`src/rtl/ecc_sed_pkg.sv`:
```
// Shared definitions for the single-error-detect (SED) parity encoder/checker pair.
// Both stages use sed_parity so that they compute parity the same way.
package ecc_sed_pkg;

   localparam int DEF_DATA_W = 12;
   localparam int CW_W       = DEF_DATA_W + 1;
   localparam int SED_MAX_W  = 64;

   typedef struct packed {
      logic                  parity;
      logic [DEF_DATA_W-1:0] data;
   } codeword_t;

   // The caller zero-extends its vector to SED_MAX_W bits.
   // Zero bits do not change the XOR, so any width up to SED_MAX_W works.
   function automatic logic sed_parity(input logic [SED_MAX_W-1:0] vec);
      return ^vec;
   endfunction

endpackage

```
`src/rtl/ecc_sed_out_reg.sv`:
```
// One-deep valid/ready register stage.
// It holds its word while the consumer stalls, and it reloads on the same edge as a consume.
module ecc_sed_out_reg
   import ecc_sed_pkg::*;
#(
   parameter int W = CW_W
) (
   input  logic         clk,
   input  logic         rst,
   input  logic         in_valid,
   output logic         in_ready,
   input  logic [W-1:0] in_data,
   output logic         out_valid,
   input  logic         out_ready,
   output logic [W-1:0] out_data
);

   logic         valid_reg;
   logic [W-1:0] data_reg;

   assign in_ready  = !valid_reg || out_ready;
   assign out_valid = valid_reg;
   assign out_data  = data_reg;

   always_ff @(posedge clk) begin
      if (rst) begin
         valid_reg <= 1'b0;
         data_reg  <= '0;
      end else if (in_valid && in_ready) begin
         valid_reg <= 1'b1;
         data_reg  <= in_data;
      end else if (out_ready) begin
         valid_reg <= 1'b0;
      end
   end

endmodule

```
`config.mk`:
```
export PLATFORM = sky130hd
export DESIGN_NAME = ecc_sed_out_reg
export DESIGN_NICKNAME = d
export VERILOG_FILES = /design/src/rtl/ecc_sed_pkg.sv /design/src/rtl/ecc_sed_out_reg.sv
export SDC_FILE = /design/constraint.sdc
export NUM_CORES = 1
export LEC_CHECK = 0
export ABC_AREA = 1
export CAP_MARGIN = 30
export CELL_PAD_IN_SITES_DETAIL_PLACEMENT = 0
export CELL_PAD_IN_SITES_GLOBAL_PLACEMENT = 2
export CORE_MARGIN = 1.5
export CORE_UTILIZATION = 22
export CTS_CLUSTER_DIAMETER = 100
export DETAILED_ROUTE_END_ITERATION = 16
export PLACE_DENSITY = 0.87
export SYNTH_ARGS = -nofsm -noshare
export SYNTH_HDL_FRONTEND = slang
export SYNTH_SLANG_ARGS = --single-unit
```
`constraint.sdc`:
```
create_clock -name clk -period 1.9 [get_ports clk]
set_input_delay 0.38 -clock clk [delete_from_list [all_inputs] [get_ports clk]]
set_output_delay 0.38 -clock clk [all_outputs]
set_load 0.01 [all_outputs]
```
=== After elaboration in Yosys (flattened, before gate mapping) ===
Cells that the tools add are included.

* Latch bits: 0
* Bits in read-only memories: 0
* Memory bits (writable): 0
* Input port bits: 17
* Memories: 0
* Word-level logic and storage cells: 8
* Register bits: 14

* Order comparisons: 0
* Equality and inequality tests: 0
* Multiplexer cells: 2
* Reductions and logical operators: 4
* Shifts and indexed selects: 0
* Multiply operators: 0
* Divide/modulo/power cells: 0
* $add $sub $neg: 0
* Bitwise gates (word level): 0

{| class="wikitable"
|+ Operators by type and width
! cell !! count
|-
| 1-bit two-way mux || 2
|-
| 2-bit nonzero test || 1
|-
| 1-bit logical AND || 1
|-
| 1-bit zero test || 1
|-
| 1-bit logical OR || 1
|}

=== Longest topological paths before layout ===
* Depth in word-level cells: 4
* Mapped depth: 6

=== Least setup slack after synthesis ===
OpenSTA, ideal clock, no wires.

* Kind: register to output
* Start point: reg valid_reg (netlist: out_valid)
* End point: out in_ready
* Path slack: 0.866 ns
* Stages on the path, launching flop included: 3
* Arrival time: 0.654 ns
* Required time: 1.520 ns
* Path through: dfxtp_1 nand2_4 buf_6

* Cells in the longest elaborated chain, start to end: 2

{| class="wikitable"
|+ Ends and longest elaborated chain
! what !! line !! text
|-
| start, declared || ecc_sed_out_reg.sv:18 || <nowiki>logic valid_reg;</nowiki>
|-
| start signal, assigned || ecc_sed_out_reg.sv:27 || <nowiki>valid_reg <= 1'b0;</nowiki>
|-
| start signal, assigned || ecc_sed_out_reg.sv:30 || <nowiki>valid_reg <= 1'b1;</nowiki>
|-
| start signal, assigned || ecc_sed_out_reg.sv:33 || <nowiki>valid_reg <= 1'b0;</nowiki>
|-
| 1-bit zero test || ecc_sed_out_reg.sv:21 || <nowiki>assign in_ready = !valid_reg || out_ready;</nowiki>
|-
| 1-bit logical OR || ecc_sed_out_reg.sv:21 ||
|-
| end, declared || ecc_sed_out_reg.sv:11 || <nowiki>output logic in_ready,</nowiki>
|}

Every way passes these cells.

=== Worst setup path after layout ===
* Start point: in out_ready
* End point: out in_ready

* Cells in the longest elaborated chain, start to end: 1

{| class="wikitable"
|+ Ends and longest elaborated chain
! what !! line !! text
|-
| start, declared || ecc_sed_out_reg.sv:14 || <nowiki>input logic out_ready,</nowiki>
|-
| 1-bit logical OR || ecc_sed_out_reg.sv:21 ||
|}

Every way passes these cells.

==> key figures <==
Drt
  • Drt first pass iters: 6
  • Antenna Nets Post-Route: 0
  • Initial DRC Count: 24
  • Drt wl/cell: 9.66 um
  • Vias: 650
  • DRT Wirelength: 1.49 mm
  • DRC: 0
  • Via density per instance: 4.22

Placed design
  • Placed insts: 150
  • GPL Wtd Cong: 0.672
  • Post-DP HPWL: 1.08 mm
  • I/O Buffers: 31

Clocking
  • Clock Latency Late Sink: 0.27 ns
  • Cts repair resizes: 0
  • CTS tree: built
  • H-tree Lvls: 1
  • Root Buffer Master: clkbuf_4
  • # clock sinks: 14
  • Clk buf depth: 2
  • Postcts setup bufs: 0
  • CTS Hold Buffers Added: 0
  • CTS Buf Count: 3
  • Reg clk slew, reported paths: 0.08 ns

Power
  • Internal power: 0.000526 W
  • P_sw: 0.000175 W
  • Switch share: 24.9%
  • Register share of total power: 46.8%
  • Power share of the clock group: 29.9%
  • Leak: 0.478 nW
  • Power Density: 693 nW/um2
  • VDD IR-drop max: 0.000180 V
  • Combinational share of power: 23.3%

Cells and area
  • Layout cells sized above 1: 10.7%
  • Area grow syn2layout: 48.2%
  • Util after Layout: 33.7%
  • Inserted Diodes: 0
  • Fin cells: 154
  • Fin nets: 139

STA
  • Final hold vios: 0
  • Final period utilization: 97.0%
  • Total negative setup slack: 0 ns
  • Final worst path period need: 1.84 ns
  • Max Slew Vio Count: 0
  • # setup viols final: 0
  • Worst Clk Skew: 0.00158 ns
  • Tightest Pin Transition: 0.430 ns
  • Hold slack: 0.485 ns
  • Achievable frequency: 543 MHz
  • RSZ-0062 raised after global routing: false
  • Worst slew margin: 71.3%

Logic synthesis
  • Synth Register Bits: 14
  • Most common cell in the synthesized netlist: inv_1
  • Async set or reset register ratio after synthesis: 0%
  • Synth Net Count: 107
  • Ys Warns: 0
  • Area leader, netlist: dfxtp_1
  • Post-Synthesis Cells: 90
  • Synth Area per Inst: 7.59 um2
  • Ranking of synthesized cells by area: dfxtp_1 41%, a21oi_1 10%, inv_1 8.2%
  • Top cells by count, synth: 15 x inv_1, 14 x a21oi_1, 14 x dfxtp_1
  • Post-synth top area share: 41.0%
  • Synth Flop Type: dfxtp_1
  • Number of synthesized flops with an enable pin: 0
  • Post-synthesis sequential area ratio: 41.0%
  • Post-Synthesis Cell Area: 683 um2
  • Netlist cell types: 12

Floorplanning
  • Initial core utilization: 22.7%
  • # IOs: 32
  • Die Y: 58.7 um
  • Core area: 3000 um2
  • Die width: 58.7 um
  • Full die area: 3450 um2
  • # rows: 20

Critical path
  • Worst setup SP type: input pin
  • Critical path arrival: 1.46 ns
  • Critical path's most frequent cell: clkdlybuf4s50_1
  • CP max FO: 2
  • CP Capture Type: output pin
  • CP max stage delay: 0.52 ns
  • WS Path Type: in -> out
  • Slowest CP cell: clkdlybuf4s50_1
  • CP required: 1.52 ns
  • Crit-path cells: clkdlybuf4s50_1, inv_2, nand2_4, clkdlybuf4s50_1

Global route
  • Vias in the first global route: 631
  • Initial antenna violation count: 0
  • First-pass GRT wire length: 2.68 mm
  • Largest net degree at the start of global routing: 28
  • GRT Total Usage: 10.1%
  • Grt total ovfl: 0

Run status
  • Status: completed

Job
  • MaxCap Viol Count: 0

Min path
  • HP Class: reg -> reg
[worst paths after layout]
path | end | cells after the start | slack (ns) | startpoint
min reg2reg | out_data[0]$_SDFFE_PP0P_ | 2 | 0.49 | out_data[0]$_SDFFE_PP0P_
max reg2reg | out_data[9]$_SDFFE_PP0P_ | 5 | 0.86 | out_valid$_SDFFE_PP0P_
min | out_data[0]$_SDFFE_PP0P_ | 2 | 0.49 | out_data[0]$_SDFFE_PP0P_
max | in_ready | 4 | 0.06 | out_ready
[through the flow]
step	cell area, um2	worst slack (ns)	total power [W]
after detailed placement	976	0.0520	0.000501
after CTS	1010	0.0519	0.000715
after floorplan	683	0.866	0.000421
after global routing	1010	0.00881	0.000747
after global placement	976	0.0487	0.000498
final	1010	0.0574	0.000701
[routing by layer]
metal	GRT usage (%)	wire (um)
met1	11.6	672
met5	0	0
met2	17.0	714
met4	5.84	0
met3	2.64	101
[worst max-delay path, delay by kind of cell]
family,cells,cell delay (ns)
buffers and inverters,3,1.03
and+or+nand+nor,1,0.04
[cell usage in the layout (no fill, tap or decap), drive strengths merged]
cell type	count
buf	2
a21oi	14
nand3	13
nand2	14
inv	16
clkbuf	4
dfxtp	14
nor2	13
clkdlybuf4s50	31
[power by group through the flow]
stage / logic [W] / clock network [W] / registers, W
final: 0.000163 / 0.000210 / 0.000328
after global routing: 0.000182 / 0.000233 / 0.000332
after CTS: 0.000166 / 0.000221 / 0.000329
after detailed placement: 0.000166 / 0 / 0.000335
after global placement: 0.000163 / 0 / 0.000335
after floorplan: 0.0000762 / 0 / 0.000345
[kinds of logic after synthesis]
group,Yosys count,share of synthesized area (%)
simple gates,40,29.1
buf+inv,22,19.6
flops,14,41.0
compound gates,14,10.3
[layout make-up]
| cell class | count | area [um2] |
|---|---|---|
| Timing Repair Buffer | 33 | 325 |
| Clock buffer | 4 | 36.3 |
| Tap cell | 33 | 41.3 |
| Sequential cell | 14 | 280 |
| Fill cell | 330 | 1990 |
| Multi-Input combinational cell | 54 | 269 |
| Inverter | 16 | 60.1 |
[sequential cells by signal, summed over array words and instances (netlist names)]
signal	cells
out_data	13
out_valid	1
No activity file was read; power rests on OpenSTA's default activity.
